[config.mk]
export PLATFORM = sky130hd
export DESIGN_NAME = chop_demod_integ
export DESIGN_NICKNAME = d
export VERILOG_FILES = /design/src/rtl/chop_pkg.sv /design/src/rtl/sat_accum.sv /design/src/rtl/chop_demod_integ.sv
export SDC_FILE = /design/constraint.sdc
export NUM_CORES = 1
export LEC_CHECK = 0
export CORE_MARGIN = 2
export CORE_UTILIZATION = 30
export DETAILED_ROUTE_END_ITERATION = 8
export HOLD_SLACK_MARGIN = 0.03
export PLACE_DENSITY = 0.54
export SYNTH_ARGS = -nofsm -noshare
export SYNTH_HDL_FRONTEND = slang
export SYNTH_SLANG_ARGS = --single-unit
[constraint.sdc]
create_clock -name clk -period 3.1 [get_ports clk]
set_input_delay 0.31 -clock clk [delete_from_list [all_inputs] [get_ports clk]]
set_output_delay 0.31 -clock clk [all_outputs]
set_load 0.05 [all_outputs]
[src/rtl/chop_pkg.sv]
// Shared types and helpers for the chopper demodulator/integrator.
// Holds the FSM encoding, held-counter width and a width-generic saturating adder.
package chop_pkg;

    localparam int unsigned HELD_CNT_W = 16;
    localparam int unsigned SAT_MAX_W  = 64;

    typedef enum logic [1:0] {
        StIdle = 2'd0,
        StRun  = 2'd1,
        StSat  = 2'd2
    } chop_state_e;

    typedef struct packed {
        logic                 clamp;
        logic [SAT_MAX_W-1:0] sum;
    } sat_res_t;

    // Signed a + b clamped to the range of a `width`-bit signed value (width <= SAT_MAX_W).
    function automatic sat_res_t sat_add(input logic signed [SAT_MAX_W-1:0] a,
                                         input logic signed [SAT_MAX_W-1:0] b,
                                         input int unsigned                 width);
        logic signed [SAT_MAX_W:0] s;
        logic signed [SAT_MAX_W:0] one;
        logic signed [SAT_MAX_W:0] hi;
        logic signed [SAT_MAX_W:0] lo;
        sat_res_t                  r;
        one    = '0;
        one[0] = 1'b1;
        s      = {a[SAT_MAX_W-1], a} + {b[SAT_MAX_W-1], b};
        hi     = (one <<< (width - 1)) - one;
        lo     = ~hi;
        if (s > hi) begin
            r.clamp = 1'b1;
            r.sum   = hi[SAT_MAX_W-1:0];
        end else if (s < lo) begin
            r.clamp = 1'b1;
            r.sum   = lo[SAT_MAX_W-1:0];
        end else begin
            r.clamp = 1'b0;
            r.sum   = s[SAT_MAX_W-1:0];
        end
        return r;
    endfunction

endpackage

[src/rtl/sat_accum.sv]
// Stage-3 clamped accumulator: adds din_i when enabled and not held, pinning at the
// signed range limits. clamp_o flags that the update taken at this edge clamps.
module sat_accum
    import chop_pkg::*;
#(
    parameter int unsigned IN_W  = 19,
    parameter int unsigned ACC_W = 40,
    parameter int unsigned OUT_W = 32
) (
    input  logic                    clk,
    input  logic                    rst_n,
    input  logic                    clear_i,
    input  logic                    en_i,
    input  logic                    hold_i,
    input  logic signed [IN_W-1:0]  din_i,
    output logic signed [OUT_W-1:0] acc_top_o,
    output logic                    clamp_o
);

    logic signed [ACC_W-1:0] acc_q;
    logic signed [ACC_W-1:0] acc_d;
    sat_res_t                res;

    always_comb begin
        res     = sat_add(SAT_MAX_W'(acc_q), SAT_MAX_W'(din_i), ACC_W);
        acc_d   = acc_q;
        clamp_o = 1'b0;
        if (clear_i) begin
            acc_d = '0;
        end else if (en_i && !hold_i) begin
            acc_d   = ACC_W'(res.sum);
            clamp_o = res.clamp;
        end
    end

    always_ff @(posedge clk or negedge rst_n) begin
        if (!rst_n) begin
            acc_q <= '0;
        end else begin
            acc_q <= acc_d;
        end
    end

    assign acc_top_o = acc_q[ACC_W-1 -: OUT_W];

endmodule

[src/rtl/chop_demod_integ.sv]
// Chopper demodulator and saturating integrator for one ADC channel: offset removal,
// chop-phase sign restoration and integration with held samples excluded and counted.
module chop_demod_integ
    import chop_pkg::*;
#(
    parameter int unsigned DATA_W = 18,
    parameter int unsigned ACC_W  = 40,
    parameter int unsigned OUT_W  = 32
) (
    input  logic                         clk,
    input  logic                         rst_n,
    input  logic                         integ_en,
    input  logic                         chop_default,
    input  logic                         chop_i,
    input  logic                         hold_i,
    input  logic signed [DATA_W-1:0]     offset_i,
    input  logic signed [DATA_W-1:0]     data_i,
    input  logic                         data_valid_i,
    output logic signed [DATA_W:0]       demod_o,
    output logic                         demod_valid_o,
    output logic signed [OUT_W-1:0]      integral_o,
    output logic                         integral_valid_o,
    output logic                         sat_o,
    output logic [HELD_CNT_W-1:0]        held_cnt_o
);

    localparam int unsigned DEMOD_W = DATA_W + 1;

    chop_state_e state_q, state_d;

    logic                      s1_valid_q, s1_valid_d;
    logic signed [DEMOD_W-1:0] s1_diff_q, s1_diff_d;
    logic                      s1_inv_q, s1_inv_d;
    logic                      s1_hold_q, s1_hold_d;
    logic                      s2_valid_q, s2_valid_d;
    logic signed [DEMOD_W-1:0] demod_q, demod_d;
    logic                      s2_hold_q, s2_hold_d;
    logic                      ival_q, ival_d;
    logic [HELD_CNT_W-1:0]     held_cnt_q, held_cnt_d;
    logic                      clamp;

    // Dropping integ_en flushes the whole pipeline in one edge so no stale strobes follow.
    always_comb begin
        s1_valid_d = 1'b0;
        s1_diff_d  = s1_diff_q;
        s1_inv_d   = s1_inv_q;
        s1_hold_d  = s1_hold_q;
        s2_valid_d = 1'b0;
        demod_d    = demod_q;
        s2_hold_d  = s2_hold_q;
        ival_d     = 1'b0;
        held_cnt_d = held_cnt_q;
        if (!integ_en) begin
            s1_diff_d  = '0;
            s1_inv_d   = 1'b0;
            s1_hold_d  = 1'b0;
            demod_d    = '0;
            s2_hold_d  = 1'b0;
            held_cnt_d = '0;
        end else begin
            s1_valid_d = data_valid_i;
            if (data_valid_i) begin
                s1_diff_d = DEMOD_W'(data_i) - DEMOD_W'(offset_i);
                s1_inv_d  = chop_i ^ chop_default;
                s1_hold_d = hold_i;
            end
            s2_valid_d = s1_valid_q;
            if (s1_valid_q) begin
                demod_d   = s1_inv_q ? -s1_diff_q : s1_diff_q;
                s2_hold_d = s1_hold_q;
            end
            ival_d = s2_valid_q;
            if (s2_valid_q && s2_hold_q && held_cnt_q != '1) begin
                held_cnt_d = held_cnt_q + HELD_CNT_W'(1);
            end
        end
    end

    always_comb begin
        state_d = state_q;
        case (state_q)
            StIdle:  state_d = StRun;
            StRun:   if (clamp) state_d = StSat;
            StSat:   state_d = StSat;
            default: state_d = StIdle;
        endcase
        if (!integ_en) begin
            state_d = StIdle;
        end
    end

    always_ff @(posedge clk or negedge rst_n) begin
        if (!rst_n) begin
            state_q    <= StIdle;
            s1_valid_q <= 1'b0;
            s1_diff_q  <= '0;
            s1_inv_q   <= 1'b0;
            s1_hold_q  <= 1'b0;
            s2_valid_q <= 1'b0;
            demod_q    <= '0;
            s2_hold_q  <= 1'b0;
            ival_q     <= 1'b0;
            held_cnt_q <= '0;
        end else begin
            state_q    <= state_d;
            s1_valid_q <= s1_valid_d;
            s1_diff_q  <= s1_diff_d;
            s1_inv_q   <= s1_inv_d;
            s1_hold_q  <= s1_hold_d;
            s2_valid_q <= s2_valid_d;
            demod_q    <= demod_d;
            s2_hold_q  <= s2_hold_d;
            ival_q     <= ival_d;
            held_cnt_q <= held_cnt_d;
        end
    end

    sat_accum #(
        .IN_W  (DEMOD_W),
        .ACC_W (ACC_W),
        .OUT_W (OUT_W)
    ) u_sat_accum (
        .clk       (clk),
        .rst_n     (rst_n),
        .clear_i   (!integ_en),
        .en_i      (integ_en && s2_valid_q),
        .hold_i    (s2_hold_q),
        .din_i     (demod_q),
        .acc_top_o (integral_o),
        .clamp_o   (clamp)
    );

    assign demod_o          = demod_q;
    assign demod_valid_o    = s2_valid_q;
    assign integral_valid_o = ival_q;
    assign sat_o            = (state_q == StSat);
    assign held_cnt_o       = held_cnt_q;

endmodule

==> impl_metrics.ini <==
[status]
outcome = finished, final reports clean

[timing]
rsz0062_at_grt = true
finalSetupViolCount = 0
tightestPinTransition_ns = 1.18
slew_violations = 0
clock_skew_ns = 0.0116
setup_ws_ns = 0.00298
hold_viol = 0
hold_ws_ns = 0.311
finalCritPeriodShare_pct = 99.9
clock.fmax_mhz = 323
maxSlewHeadroom_pct = 21.2
finalCriticalPeriod_ns = 3.10

[hold_path]
whs_path_depth = 2
min_to = held_cnt_o[5]
hp-class = in2reg
worstHoldStart = integ_en

[placed_design]
dp_hpwl_um = 15600
post-place-cells = 1354
pre_cts_slack_ns = -0.144
routabilityCongestion = 0.814
port_buffers = 112

[global_routing]
grt_pass1_vias = 6603
grt_overflow = 0
grt_pass1_wl_um = 33600
grt.busiest_layer = met2
grt_max_degree = 58
track_usage_pct = 14.6
antenna_found_initial = 0
grt_use_met2_pct = 24.7
grt_util_met3_pct = 2.91
met1_usage_pct = 19.2

[route]
post_drt_wl_per_cell_um = 14.8
dr.pass1.iters = 4
ant_nets = 0
routed_wl_um = 20400
post-route-drc-count = 0
avgViaCountPerCell = 4.88
via_count = 6726
drt_iter0_drc = 268

[synth]
synth_area_per_cell_um2 = 9.15
synth_warnings = 0
synth_top_area_share_pct = 32.0
synthesis.area_um2 = 7980
synth_most_common_cell = dfrtp_1
syn_inst = 872
yosys-top-cells-count = 102 x dfrtp_1, 73 x nand2_1, 66 x a21oi_1, 63 x ha_1
synthFlopType = dfrtp_1
synth_seq_cells = 102
syn-num-nets = 980
synth_edf_count = 0
netlist_top_cells_area = dfrtp_1 32%, ha_1 9.9%, xnor2_1 5.3%
synth_top_area_cell = dfrtp_1
yosysSeqAreaShare_pct = 32.0
async_reset_ff_share_pct = 100
ys_types = 77

[clocking]
cts_root_buffer = clkbuf_16
clk-insertion-delay-late_ns = 0.36
clk_path_buf_depth = 2
cts_sinks = 102
htreeDepth = 3
cts_tree = done
clkTransAtPathRegs_ns = 0.08
cts_buffers = 9

[worst_setup_path]
cp-start-kind = flop
cp_data_arrival_time_ns = 3.38
crit_type = reg2reg
crit_start = u_sat_accum.acc_q[0]
r2r_setup_slack_ns = 0.003
end_kind = flop
reg2reg_from = u_sat_accum.acc_q[0]
reg2reg_depth = 16
crit_required_ns = 3.39
r2r-end = u_sat_accum.acc_q[18]
critPathMaxFanout = 20

[floorplan]
fp.dieW_um = 167
core_um2 = 26100
dieArea_um2 = 27900
rows = 59
io_pins = 113
start_util_pct = 30.6
die_y_um = 167

[power]
p_total_w = 0.00370
power.density_nw_per_um2 = 351
p_leak_nw = 4.95
irDropWorstVdd_v = 0.000228

[finish]
n_fill_cell = 2583
drive_above_1_share_pct = 17.9
multi_input_area_um2 = 5060
fin_cells = 1377
syn_to_final_growth_pct = 32.1
final_nets = 1146
regArea_um2 = 2560
antenna_cells = 0

[run]
cap_violations = 0
## worst max path at each step
stage,slack [ns],cells after the start,end
5_1_grt,-0.09,16,u_sat_accum.acc_q[38]
6_report,0.003,16,u_sat_accum.acc_q[18]
3_5_place_dp,-0.14,13,s1_diff_q[17]
2_1_floorplan,-0.007,15,u_sat_accum.acc_q[37]
3_3_place_gp,-0.12,13,s1_diff_q[17]
4_1_cts,-0.05,16,u_sat_accum.acc_q[38]
## what timing repair did
action	in CTS	in global routing
endpoints found under the setup margin	40	44
endpoints found under the hold margin	36	0
gates cloned	0	1
gates resized for setup	7	32
hold buffers	1	0
setup buffers	0	7
pin swaps	2	11
## area by class of cell
class | instances | area share (%)
multi-input combinational | 653 | 47.9
sequential | 102 | 24.2
clock buffer | 9 | 2.13
inverter | 48 | 1.71
tap | 335 | 3.97
timing repair buffer | 224 | 19.3
clock inverter | 6 | 0.664
## cells in the final DEF, fill, tap and decap left out, types with 36 or more instances in the layout
cell type        netlist  layout
ha_1                  63      52
inv_1                 48      47
xnor2_1               48      48
a221o_1               36      36
dfrtp_1              102      98
clkdlybuf4s50_1        0     110
nand2_1               73      72
a21oi_1               66      61
nor2_1                39      39
buf_4                 32     103
## flip-flops by register name (all words and copies together) (netlist names)
register / cells
demod_o: 19
demod_valid_o: 1
held_cnt_o: 16
integral_valid_o: 1
s1_diff_q: 19
s1_hold_q: 1
s1_inv_q: 1
s1_valid_q: 1
s2_hold_q: 1
state_q: 2
u_sat_accum.acc_q: 40
## stage by stage
step	TNS [ns]	utilization [%]	instance area (um2)
floorplan	-0.00732	-	8020
global placement	-0.764	38.2	9950
detailed placement	-1.93	38.2	9950
CTS	-1.33	39.5	10300
global route	-2.28	40.5	10500
finish	0	40.5	10500
## layer usage
layer | routed length (um) | up-vias | share of wire [%]
met1 | 9910 | 3163 | 48
met4 | 249 | 0 | 1.2
li1 | - | 3455 | -
met3 | 779 | 14 | 3.8
met2 | 9500 | 94 | 46
met5 | 0 | - | 0
## cells by family (layout without fill, tap and decap cells)
family,after synthesis,after routing,share of synthesized area [%]
and+or+nand+nor,244,244,15.9
AOI/OAI and AO/OA,247,247,23.0
adders and majority gates,65,65,10.4
buffers and inverters,117,287,7.71
muxes,20,20,2.52
DFF,102,102,32.0
xor gates and xnor gates,77,77,8.45
## worst max-delay path, stage by stage (launching register included)
cell and delay, ns:
dfrtp_1 0.39, ha_4 0.15, inv_2 0.03, fa_2 0.34, nand2b_4 0.17, a21oi_4 0.16, o211ai_1 0.13, a211oi_2 0.21
buf_4 0.17, nor3b_4 0.05, o31ai_4 0.22, buf_6 0.14, a21oi_4 0.08, o31a_4 0.31, nor2_8 0.18, buf_12 0.18
a221o_1 0.12
## power by group
group / switching [W] / internal [W] / leakage (nW)
combinational: 0.000565 / 0.000479 / 3.42
clock: 0.000543 / 0.000631 / 0.147
sequential: 0.0000864 / 0.00140 / 1.39
Note: power is estimated with default switching activity, not from simulation.
